`config.mk`:
```
export PLATFORM = sky130hd
export DESIGN_NAME = wb_port_arb
export DESIGN_NICKNAME = d
export VERILOG_FILES = /design/src/rtl/wb_port_arb.sv
export SDC_FILE = /design/constraint.sdc
export NUM_CORES = 1
export LEC_CHECK = 0
export CORE_MARGIN = 2
export CORE_UTILIZATION = 38
export CTS_CLUSTER_SIZE = 14
export DETAILED_ROUTE_END_ITERATION = 8
export PLACE_DENSITY_LB_ADDON = 0.05
export SYNTH_ARGS = -nofsm -noshare
export SYNTH_HDL_FRONTEND = slang
export SYNTH_SLANG_ARGS = --single-unit
```
`constraint.sdc`:
```
create_clock -name clk -period 9.7 [get_ports clk]
set_input_delay 2.425 -clock clk [delete_from_list [all_inputs] [get_ports clk]]
set_output_delay 2.425 -clock clk [all_outputs]
set_load 0.02 [all_outputs]
```
`src/rtl/wb_port_arb.sv`:
```
// Register-file write-port arbiter: pipeline writeback has priority, long-latency results
// queue in a FIFO and drain into idle slots or via a forced stall. Optional: WB_PORT_ARB_PERF_EN.
module wb_port_arb #(
  parameter int unsigned DEPTH      = 4,
  parameter int unsigned STARVE_MAX = 8
) (
  input  logic                     clk,
  input  logic                     rst,
  input  logic                     wb_wen,
  input  logic [4:0]               wb_rd,
  input  logic [31:0]              wb_data,
  input  logic                     lu_valid,
  input  logic [4:0]               lu_rd,
  input  logic [31:0]              lu_data,
  output logic                     lu_ready,
  input  logic [4:0]               chk_rd,
  output logic                     chk_hit,
  output logic                     rf_wen,
  output logic [4:0]               rf_waddr,
  output logic [31:0]              rf_wdata,
  output logic                     wb_stall,
  output logic [$clog2(DEPTH):0]   fifo_cnt
`ifdef WB_PORT_ARB_PERF_EN
  ,
  output logic [31:0]              perf_stall_cyc,
  output logic [31:0]              perf_lu_writes
`endif
);

  localparam int unsigned PW = $clog2(DEPTH);
  localparam int unsigned CW = PW + 1;
  localparam int unsigned SW = $clog2(STARVE_MAX) + 1;

  typedef enum logic [1:0] {StIdle, StPend, StDrain} state_e;

  state_e          state_q;
  logic [PW-1:0]   wptr_q, rptr_q;
  logic [CW-1:0]   cnt_q, cnt_d;
  logic [SW-1:0]   starve_q;
  logic [4:0]      rd_mem   [DEPTH];
  logic [31:0]     data_mem [DEPTH];
  logic            full, empty, push, pop, starved;

  assign full     = (cnt_q == CW'(DEPTH));
  assign empty    = (cnt_q == '0);
  assign lu_ready = !full;
  // x0 results complete the handshake but never occupy an entry
  assign push     = lu_valid && lu_ready && (lu_rd != 5'd0);
  assign pop      = !empty && (wb_stall || !wb_wen);
  assign cnt_d    = cnt_q + CW'(push) - CW'(pop);
  assign fifo_cnt = cnt_q;
  assign starved  = (starve_q >= SW'(STARVE_MAX - 1)) && !pop;

  always_comb begin
    chk_hit = 1'b0;
    for (int unsigned i = 0; i < DEPTH; i++) begin
      if ((CW'(i) < cnt_q) && (rd_mem[rptr_q + PW'(i)] == chk_rd) && (chk_rd != 5'd0)) begin
        chk_hit = 1'b1;
      end
    end
  end

  always_ff @(posedge clk) begin
    if (push) begin
      rd_mem[wptr_q]   <= lu_rd;
      data_mem[wptr_q] <= lu_data;
    end
  end

  always_ff @(posedge clk or posedge rst) begin
    if (rst) begin
      state_q  <= StIdle;
      wptr_q   <= '0;
      rptr_q   <= '0;
      cnt_q    <= '0;
      starve_q <= '0;
      rf_wen   <= 1'b0;
      rf_waddr <= 5'd0;
      rf_wdata <= 32'd0;
      wb_stall <= 1'b0;
    end else begin
      if (push) wptr_q <= wptr_q + 1'b1;
      if (pop)  rptr_q <= rptr_q + 1'b1;
      cnt_q <= cnt_d;

      if (pop) begin
        rf_wen   <= 1'b1;
        rf_waddr <= rd_mem[rptr_q];
        rf_wdata <= data_mem[rptr_q];
      end else if (!wb_stall && wb_wen && (wb_rd != 5'd0)) begin
        rf_wen   <= 1'b1;
        rf_waddr <= wb_rd;
        rf_wdata <= wb_data;
      end else begin
        rf_wen   <= 1'b0;
      end

      unique case (state_q)
        StIdle: begin
          starve_q <= '0;
          if (push) state_q <= StPend;
        end
        StPend: begin
          if (cnt_d == '0) begin
            state_q  <= StIdle;
            starve_q <= '0;
          end else if (full || starved) begin
            state_q  <= StDrain;
            wb_stall <= 1'b1;
            starve_q <= '0;
          end else if (pop) begin
            starve_q <= '0;
          end else if (starve_q != {SW{1'b1}}) begin
            starve_q <= starve_q + 1'b1;
          end
        end
        StDrain: begin
          // stall drops on the same edge that retires the last entry
          if (cnt_d == '0) begin
            state_q  <= StIdle;
            wb_stall <= 1'b0;
            starve_q <= '0;
          end
        end
        default: begin
          state_q  <= StIdle;
          wb_stall <= 1'b0;
        end
      endcase
    end
  end

`ifdef WB_PORT_ARB_PERF_EN
  always_ff @(posedge clk or posedge rst) begin
    if (rst) begin
      perf_stall_cyc <= 32'd0;
      perf_lu_writes <= 32'd0;
    end else begin
      if (wb_stall) perf_stall_cyc <= perf_stall_cyc + 32'd1;
      if (pop)      perf_lu_writes <= perf_lu_writes + 32'd1;
    end
  end
`endif

endmodule

```
[Yosys cells after proc, flatten, opt, wreduce, memory -nomap -nowiden]
Memories as Yosys holds them, arrays and structs flattened.
Cells that the tools add are included.
Word-level totals
  memories: 2
  bits of input ports: 83
  word-level logic and storage cells: 97
  bits in writable memories: 148
  bits in registers: 52
Memories
  data_mem: words 4, bits a word 32, read ports 1, clocked after memory_dff 0, wr ports 1, RTL line 41  | logic [31:0] data_mem [DEPTH];
  rd_mem: words 4, bits a word 5, read ports 4, clocked after memory_dff 0, wr ports 1, RTL line 40  | logic [4:0] rd_mem [DEPTH];
Cells by class
  add/sub/neg operators: 7
  bitwise operators: 1
  magnitude comparators: 5
  reduce and logical (&&, ||, !) cells: 32
  eq/ne operators: 14
  muxes and demuxes: 27
Operators by type and width (count)
  32-bit 2-to-1 mux: 2
  5-bit equality test: 4
  4-bit 2-to-1 mux: 5
  5-bit nonzero test: 3
  1-bit logical AND: 14
  4-bit one-hot mux with 3 select lines: 1
  1-bit 2-to-1 mux: 11
  5-bit 2-to-1 mux: 2
  2-bit 2-to-1 mux: 4
  2-bit != test, second input constant: 4
  3-bit logical NOT: 2
  1-bit by 3-bit < comparator with 1-bit output, first input constant: 2
  2-bit by 3-bit < comparator with 1-bit output, first input constant: 2
  2-bit one-hot mux with 3 select lines: 1
  3-bit AND reduction: 2
  1-bit logical NOT: 5
  5-bit != test, second input constant: 1
  2-bit by 1-bit adder with 2-bit output, second input constant: 2
  2-bit adder, second input constant: 2
  4-bit by 1-bit adder with 4-bit output, second input constant: 1
  4-bit by 3-bit >= comparator with 1-bit output, second input constant: 1
  4-bit != test, second input constant: 1
  4-bit AND reduction: 1
  3-bit by 1-bit adder with 3-bit output: 1
  11 further kinds: 12

[Depth between registers and ports, before layout]
Gate-level depths: netlist of run 1.
  depth after elaboration: 9
  depth in mapped cells: 16
  depth with buffers taken out: 15

[Least setup slack after synthesis of run 1]
OpenSTA, ideal clock, no wires.
  kind: input port to output port
  start: input port chk_rd[0]
  end: output port chk_hit
  setup slack: 3616 ps
  data arrival time: 3659 ps
  cell stages on the path: 6
  data required time: 7275 ps
  path buffers: 1
  cells stage by stage: buf_1 -> xor2_1 -> and3_1 -> o21ai_0 -> o22a_1 -> o21ai_1
On the way
  longest elaborated chain between the ends: 7
  elaborated cells between the ends (all ways): 17
  those cells by class: eq/ne (4); mux (4); reduce/logical (9)
RTL lines
  start: declaration: RTL line 16  | input logic [4:0] chk_rd,
  5-bit equality test: RTL line 57  | if ((CW'(i) < cnt_q) && (rd_mem[rptr_q + PW'(i)] == chk_rd) && (chk_rd != 5'd0)) begin
  1-bit logical AND (2 in a row): RTL line 57
  1-bit 2-to-1 mux (3 in a row): RTL line 57
  1-bit 2-to-1 mux *: RTL line 57
  end: declaration: RTL line 17  | output logic chk_hit,
Every way passes the cells marked *; elsewhere a longest branch is shown, timed or not.

[Worst setup path after layout of run 1]
  start: input port chk_rd[2]
  end: output port chk_hit
Same word-level chain as after synthesis.

==> impl_metrics.ini, run 1 <==
[sta]
rsz0062_at_grt = no
setup_violations = 0
period_share_pct = 72.2
slew_headroom_pct = 28.5
min_period_ps = 7010
maxSlewViolCount = 0
tightest_slew_ps = 1070
hold_viol = 0
fmax_ghz = 0.143
tns_ps = 0
skew_ps = 13.5

[power_and_ir_drop]
combPwrFrac_pct = 35.2
cellLeakagePower_nw = 4.00
clockPowerShare_pct = 22.1
seqPwrFrac_pct = 42.7
power_mw = 3.21
p_sw_mw = 1.09
p_int_mw = 2.13
sw_frac_of_total_pct = 33.8
vdd_drop_max_uv = 139
power_density_nw_per_um2 = 302

[setup_path]
r2r-end = starve_q[0]
crit_fanout = 5
cp.arrival_ps = 4580
cp-start-kind = primary input
crit_required_ps = 7280
crit-reg2reg-launch = fifo_cnt[1]
worst_setup_path_end_kind = output pin
reg2reg_depth = 14
rrSetupSlack_ps = 6330
path_class = primary input to output pin

[clock_network]
cts-root-buf = clkbuf_16
cts_buffer_depth = 2
postCtsHoldBufs = 0
cts_max_level = 4
cts.sinks = 200
cts_made_buffers = 17
clock_latency_ps = 430
ctsResizeCount = 0
cts_tree = done
path_clk_slew_ps = 70
cts_setup_buffers = 0

[route]
drt-initial-drc-count = 201
routed_via_density = 5.18
num_vias = 4783
first_pass_iters = 6
ant_nets = 0
wl_per_cell_um = 19.6
drc = 0
postRouteWirelength_um = 18100

[logic_synthesis]
synth_common_cells = edfxtp_1, mux2i_1, dfrtp_1
syn_area_um2 = 8500
ys_top_cells_by_area = edfxtp_1, dfrtp_1, mux4_2
synth-edff-count = 148
synth_top_cell_by_area = edfxtp_1
synth-seq-cells = 200
yosys_warnings = 0
synth_most_common_cell = edfxtp_1
ys_seq_area_share_pct = 67.6
ys_async_sr_fraction_pct = 26.0
avgSynthCellArea_um2 = 16.8
syn_nets = 600
synthCells = 507
synth_top_flop_cell = edfxtp_1
synth.distinct_cells = 43
yosys.area.top_type_share_pct = 52.3

[die]
die_w_um = 154
ioPinCount = 127
fp-row-count = 54
chipHeight_um = 154
die-area_um2 = 23600
core_um2 = 21900
initial_core_util_pct = 38.8

[hold_path]
hp-start = starve_q[3]
hold_end = starve_q[3]
hold_class = flop to flop
hold_depth = 2

[placement]
portBuffers = 126
hpwlAfterDp_um = 11100
dpl_cell_area_um2 = 10000
gp_congestion = 0.757

[grt]
grt_usage_pct = 16.0
grt_max_degree = 74
grt-ovfl-total = 0
antenna_found_initial = 2
grt_pass1_wl_um = 28600
grt_pass1_vias = 5207

[run_status]
outcome = finished clean

[finish]
final_cell_area_um2 = 10600
fin_nets = 722
drive_above_1_share_pct = 13.6
area_growth_pct = 25.0

[job]
max-cap-violations = 0
==> worst max-delay path: stages <==
cell             delay (ps)
clkdlybuf4s50_1         620
xor2_1                  240
nor2_1                   80
a2111oi_2               370
o22ai_1                 120
o21ai_1                 100
clkdlybuf4s50_1         620
==> layout make-up <==
cell class	count	area, um2
diodes	2	5.00
fillers	1899	11300
flip-flops and latches	200	5750
well taps	280	350
clock inverters	15	169
multi-input cells	265	2570
clock buffers	17	425
inverters	13	48.8
repair buffers	132	1310
==> per-layer routing <==
metal	up-vias	global-route usage, %	wire [um]
met1	2436	19.4	7640
li1	2203	-	-
met4	0	5.37	314
met5	-	0	0
met2	123	27.5	9210
met3	21	4.51	980
==> metrics by stage <==
step                      setup slack (ps)  hold slack [ps]  instances  util (%)
after floorplan                       3620              467        507         -
after global placement                2730              489        890      45.8
after detailed placement              2710              500        890      45.8
after CTS                             2710              517        922      48.5
after global routing                  2590              540        922      48.5
final                                 2690              510        924      48.5
==> logic make-up after synthesis <==
group | count (synthesis) | share of synthesized area [%]
AOI/OAI and AO/OA | 62 | 4.52
xor gates and xnor gates | 29 | 2.99
adders and majority gates | 10 | 1.56
buffers and inverters | 42 | 2.37
DFF | 200 | 67.6
muxes | 94 | 17.1
and+or+nand+nor | 70 | 3.89
==> sequential cells by signal, summed over array words and instances (netlist names) <==
name / count
rf_waddr: 5
state_q: 2
starve_q: 4
wb_stall: 1
fifo_cnt: 3
data_mem: 128
rd_mem: 20
rf_wdata: 32
wptr_q: 2
rf_wen: 1
rptr_q: 2
==> power by group through the flow <==
stage	combinational (mW)	sequential, mW	clock [mW]
after floorplan	0.738	1.37	0
final	1.13	1.37	0.708
after detailed placement	1.15	1.40	0
after CTS	1.16	1.38	0.730
after global routing	1.24	1.42	0.760
after global placement	1.14	1.39	0
==> placed cells by master, fill, tap and decap left out, types with 11 or more instances in the layout <==
master	instances
inv_1	11
clkdlybuf4s50_1	126
xnor2_1	20
mux4_2	38
nand2_1	38
mux2i_1	53
edfxtp_1	148
clkbuf_16	17
dfrtp_1	50
o21ai_0	30
==> how the worst max path moves through the flow <==
stage / from / to / slack, ps / depth (start not counted)
3_5_place_dp: chk_rd[0] / chk_hit / 2710 / 7
3_3_place_gp: chk_rd[0] / chk_hit / 2730 / 7
5_1_grt: chk_rd[0] / chk_hit / 2590 / 7
2_1_floorplan: chk_rd[0] / chk_hit / 3620 / 6
6_report: chk_rd[2] / chk_hit / 2690 / 7
4_1_cts: chk_rd[0] / chk_hit / 2710 / 7
Power figures use the tool's default switching activity.
==> run 2: changes to the inputs <==
==> constraint.sdc (replaced) <==
create_clock -name clk -period 5.85 [get_ports clk]
set_input_delay 1.4625 -clock clk [delete_from_list [all_inputs] [get_ports clk]]
set_output_delay 1.4625 -clock clk [all_outputs]
set_load 0.02 [all_outputs]
==> run 2 against run 1 <==
Against the previous run:
- global-route usage down 0.38 points
- final area down 0.33%
- count of clock-buffer cells in the layout up 2
- critical path type unchanged
- largest power group unchanged
==> impl_metrics.ini, run 2 (same netlist as run 1, synthesis figures left out) <==
[route]
first_pass_iters = 4
wl_per_cell_um = 19.0
drt-initial-drc-count = 177
num_vias = 4672
ant_nets = 0
routed_via_density = 5.07
postRouteWirelength_um = 17500
drc = 0

[finish]
fin_nets = 721
largest_reg_flops = 128
final_core_util_pct = 48.4
fillers = 1927
multi_input_comb_area_um2 = 2570
regMostFlops = data_mem
regArea_um2 = 5750
diodes = 0
final_common_cell = edfxtp_1
area_growth_pct = 24.6
drive_above_1_share_pct = 13.4
layout_common_cells = edfxtp_1, clkdlybuf4s50_1, mux2i_1
final_cell_area_um2 = 10600
reg_top3 = data_mem (128), rf_wdata (32), rd_mem (20)

[setup_path]
critPathSlowestCell = clkdlybuf4s50_1
worst_setup_path_end_kind = output pin
max_stage_delay_ps = 690
crit_cells = 7
reg2reg_depth = 14
r2r-end = starve_q[3]
crit_top_cell = clkdlybuf4s50_1
path_class = primary input to output pin
cp_top_family = buffers and inverters
crit_chain = clkdlybuf4s50_1 -> xor2_1 -> and3_1 -> o21ai_0 -> o22a_1 -> o21ai_1 -> clkdlybuf4s50_1
crit_fanout = 7
crit_required_ps = 4390
cp-start-kind = primary input
crit_end = chk_hit
cp.arrival_ps = 3600
rrSetupSlack_ps = 2470
crit_buf_inv = 2
crit_path_start = chk_rd[0]
crit-reg2reg-launch = fifo_cnt[1]

[sta]
fmax_ghz = 0.197
slew_headroom_pct = 25.5
skew_ps = 9.14
hold_viol = 0
period_share_pct = 86.6
tns_ps = 0
maxSlewViolCount = 0
min_period_ps = 5070
setup_violations = 0
rsz0062_at_grt = no
holdWs_ps = 548
tightest_slew_ps = 1120

[power_and_ir_drop]
vdd_drop_max_uv = 220
power_density_nw_per_um2 = 498
cellLeakagePower_nw = 3.97

[grt]
grt-ovfl-total = 0
grt_pass1_vias = 5111
grt_max_degree = 74
antenna_found_initial = 0
grt_usage_pct = 15.6
grt_pass1_wl_um = 28200

[clock_network]
clock_latency_ps = 420
cts_max_level = 4
cts_buffer_depth = 2
cts.sinks = 200
path_clk_slew_ps = 70
cts-root-buf = clkbuf_16
postCtsHoldBufs = 0
cts_tree = done
cts_made_buffers = 17
cts_setup_buffers = 0
ctsResizeCount = 0

[hold_path]
hp-start = starve_q[3]
hold_class = flop to flop

[placement]
portBuffers = 126
gp_congestion = 0.774
hpwlAfterDp_um = 10900
dpl_cell_area_um2 = 10000

[die]
die-area_um2 = 23600
initial_core_util_pct = 38.8
core_um2 = 21900
chipHeight_um = 154
fp-row-count = 54
die_w_um = 154
ioPinCount = 127

[run_status]
outcome = finished clean

[job]
max-cap-violations = 0
==> run 2: changes by cell type in the layout (fill, tap and decap cells not counted) <==
cell	change
clkinvlp_4	+3
inv_6	+2
bufinv_16	-1
clkinv_1	-2
clkinv_2	-2
inv_8	-2
diode_2	-2
clkbuf_1	+2
buf_4	-1
==> run 2: area by class of cell <==
| cell class | count | area share (%) |
|---|---|---|
| clock buffer | 19 | 4.09 |
| clock inverter | 13 | 1.31 |
| inverter | 13 | 0.461 |
| multi-input combinational | 265 | 24.2 |
| sequential | 200 | 54.3 |
| tap | 280 | 3.31 |
| timing repair buffer | 131 | 12.3 |
==> run 2: metrics by stage <==
step                total power [mW]  instances  setup WS (ps)
floorplan                       3.49        507           1420
global placement                4.20        889            839
detailed placement              4.23        889            806
CTS                             5.37        921            788
global route                    5.62        921            641
finish                          5.27        921            783
==> run 2: how the worst min path moves through the flow <==
stage,endpoint,slack (ps),cells past startpoint
after global routing,starve_q[3],580,2
final,starve_q[3],550,2
after CTS,starve_q[3],540,2
after global placement,starve_q[3],490,2
after detailed placement,starve_q[3],530,2
after floorplan,starve_q[3],470,2
==> run 2: worst register-to-register path, cell delays in order, from the launching register on <==
cell	delay (ps)
dfrtp_1	480
inv_1	100
nand3_1	220
o211a_1	320
inv_1	100
ha_1	300
inv_1	60
ha_1	130
inv_1	50
fa_1	470
inv_1	50
or3_1	460
o21ai_0	310
a41oi_1	180
nor2_1	110
==> run 2: metal layers <==
layer  wire [um]  up-vias  share of wire, %  GRT usage, %
met3         738       18               4.2          3.69
met2        8760       95                50          26.0
met4         240        0               1.4          4.67
li1            -     2199                 -             -
met5           0        -                 0             0
met1        7800     2360                44          20.4
==> run 2: power by group <==
part,internal [mW],switching (mW),leakage [nW],total (mW)
clock network,0.600,0.523,0.268,1.12
logic,0.951,1.00,1.73,1.95
registers,1.94,0.256,1.97,2.19
==> run 3: changes to the inputs <==
--- a/config.mk
+++ b/config.mk
@@ -10,6 +10,7 @@
 export CTS_CLUSTER_SIZE = 14
 export DETAILED_ROUTE_END_ITERATION = 8
 export PLACE_DENSITY_LB_ADDON = 0.05
+export SLEW_MARGIN = 20
 export SYNTH_ARGS = -nofsm -noshare
 export SYNTH_HDL_FRONTEND = slang
 export SYNTH_SLANG_ARGS = --single-unit
==> constraint.sdc (replaced) <==
create_clock -name clk -period 5.85 [get_ports clk]
set_input_delay 1.17 -clock clk [delete_from_list [all_inputs] [get_ports clk]]
set_output_delay 1.17 -clock clk [all_outputs]
set_load 0.02 [all_outputs]
==> run 3 against run 2 <==
Against the previous run:
- register-to-register slack about the same
- power increased by 2.0%
- critical endpoint unchanged
- final cell count increased by 0.76%
- global-route usage increased by 0.48 points
- worst hold slack got worse by 34 ps
- wire length increased by 2.4%
- sequential cell count unchanged
==> impl_metrics.ini, run 3 (same netlist as run 1, synthesis figures left out) <==
[finish]
regArea_um2 = 5750
drive_above_1_share_pct = 14.4
reg_top3 = data_mem (128), rf_wdata (32), rd_mem (20)
largest_reg_flops = 128
fin_nets = 727
final_common_cell = edfxtp_1
regMostFlops = data_mem
layout_common_cells = edfxtp_1, clkdlybuf4s50_1, mux2i_1
area_growth_pct = 25.9
multi_input_comb_area_um2 = 2570
fillers = 1898

[clock_network]
clock_latency_ps = 430
cts_max_level = 4
ctsResizeCount = 0
cts.sinks = 200
cts_made_buffers = 17
postCtsHoldBufs = 0
cts_tree = done
path_clk_slew_ps = 70
cts_buffer_depth = 2
cts_setup_buffers = 0
cts-root-buf = clkbuf_16

[setup_path]
crit_cells = 8
cp_top_family = buffers and inverters
cp-start-kind = flop
crit_path_start = rptr_q[1]
critPathSlowestCell = dfrtp_4
path_class = flop to output pin
crit-reg2reg-launch = wb_stall
crit_buf_inv = 2
rrSetupSlack_ps = 2480
reg2reg_depth = 13
crit_end = chk_hit
crit_fanout = 37
worst_setup_path_end_kind = output pin
max_stage_delay_ps = 630
crit_chain = buf_4 -> mux4_2 -> xor2_1 -> a21oi_1 -> o2111ai_1 -> o22a_1 -> o21ai_1 -> clkdlybuf4s50_1
r2r-end = starve_q[0]
cp.arrival_ps = 3450
crit_required_ps = 4680

[placement]
hpwlAfterDp_um = 11500
gp_congestion = 0.784
portBuffers = 126

[sta]
min_period_ps = 4620
maxSlewViolCount = 0
slew_headroom_pct = 46.1
fmax_ghz = 0.216
period_share_pct = 79.0
tns_ps = 0
rsz0062_at_grt = no
hold_viol = 0
holdWs_ps = 513
setup_violations = 0
skew_ps = 14.7
tightest_slew_ps = 808

[power_and_ir_drop]
p_sw_mw = 1.79
sw_frac_of_total_pct = 33.4
cellLeakagePower_nw = 4.05
p_int_mw = 3.58
power_density_nw_per_um2 = 502
combPwrFrac_pct = 37.6
vdd_drop_max_uv = 208
seqPwrFrac_pct = 39.9
clockPowerShare_pct = 22.6

[grt]
grt_max_degree = 74
grt-ovfl-total = 0
grt_pass1_wl_um = 29000
antenna_found_initial = 2
grt_pass1_vias = 5181
grt_usage_pct = 16.1

[die]
fp-row-count = 54
core_um2 = 21900
initial_core_util_pct = 38.8
chipHeight_um = 154
ioPinCount = 127
die-area_um2 = 23600
die_w_um = 154

[route]
ant_nets = 0
num_vias = 4732
drc = 0
routed_via_density = 5.10
postRouteWirelength_um = 18000
first_pass_iters = 4
wl_per_cell_um = 19.3
drt-initial-drc-count = 266

[hold_path]
hold_class = flop to flop

[job]
max-cap-violations = 0

[run_status]
outcome = finished clean
-- run 3: cell types whose count changed in the layout (fill, tap and decap cells not counted), sizes merged --
| cell | change |
|---|---|
| buf | +6 |
| inv | +2 |
| bufinv | +2 |
| clkinv | +1 |
| clkinvlp | -3 |
| diode | +1 |
| clkbuf | -2 |
-- run 3: stage by stage --
stage | area (um2) | instances | utilization (%) | setup slack [ps] | total power [mW]
6_report | 10700 | 928 | 48.9 | 1230 | 5.37
5_1_grt | 10700 | 927 | 48.9 | 982 | 5.74
4_1_cts | 10700 | 926 | 48.7 | 1120 | 5.47
3_5_place_dp | 10100 | 894 | 45.9 | 1170 | 4.24
3_3_place_gp | 10100 | 894 | 45.9 | 1180 | 4.21
2_1_floorplan | 8500 | 507 | - | 1720 | 3.49
-- run 3: final cells by class --
type                            instances  area share, %
Sequential cell                       200           53.8
Multi-Input combinational cell        265           24.0
Timing Repair Buffer                  137           12.7
Clock buffer                           17           3.98
Tap cell                              280           3.27
Clock inverter                         15           1.75
Inverter                               13          0.456
Antenna cell                            1         0.0234
-- run 3: power by group through the flow --
| stage | Combinational (mW) | Clock, mW | Sequential, mW |
|---|---|---|---|
| 6_report | 2.02 | 1.21 | 2.14 |
| 5_1_grt | 2.23 | 1.31 | 2.19 |
| 4_1_cts | 2.07 | 1.25 | 2.15 |
| 3_5_place_dp | 2.06 | 0 | 2.18 |
| 3_3_place_gp | 2.05 | 0 | 2.16 |
| 2_1_floorplan | 1.22 | 0 | 2.27 |
-- run 3: worst min-delay path by stage --
stage                            from     endpoint  cells past startpoint
after global placement    starve_q[3]  starve_q[3]                      2
final                     starve_q[3]  starve_q[3]                      2
after global routing      starve_q[3]  starve_q[3]                      2
after CTS                 starve_q[3]  starve_q[3]                      2
after floorplan           starve_q[3]  starve_q[3]                      2
after detailed placement  starve_q[3]  starve_q[3]                      2
-- run 3: tightest hold or removal path, cell delays in order, from the launching register on --
cell     delay (ps)
dfrtp_1         350
a41oi_1          50
nor2_1           80
-- run 3: metal layers --
layer	wire (um)	part of all wire, %	GRT usage, %
met1	7990	45	21.1
met3	874	4.9	4.37
met5	0	0	0
met4	191	1.1	3.93
met2	8890	50	26.7
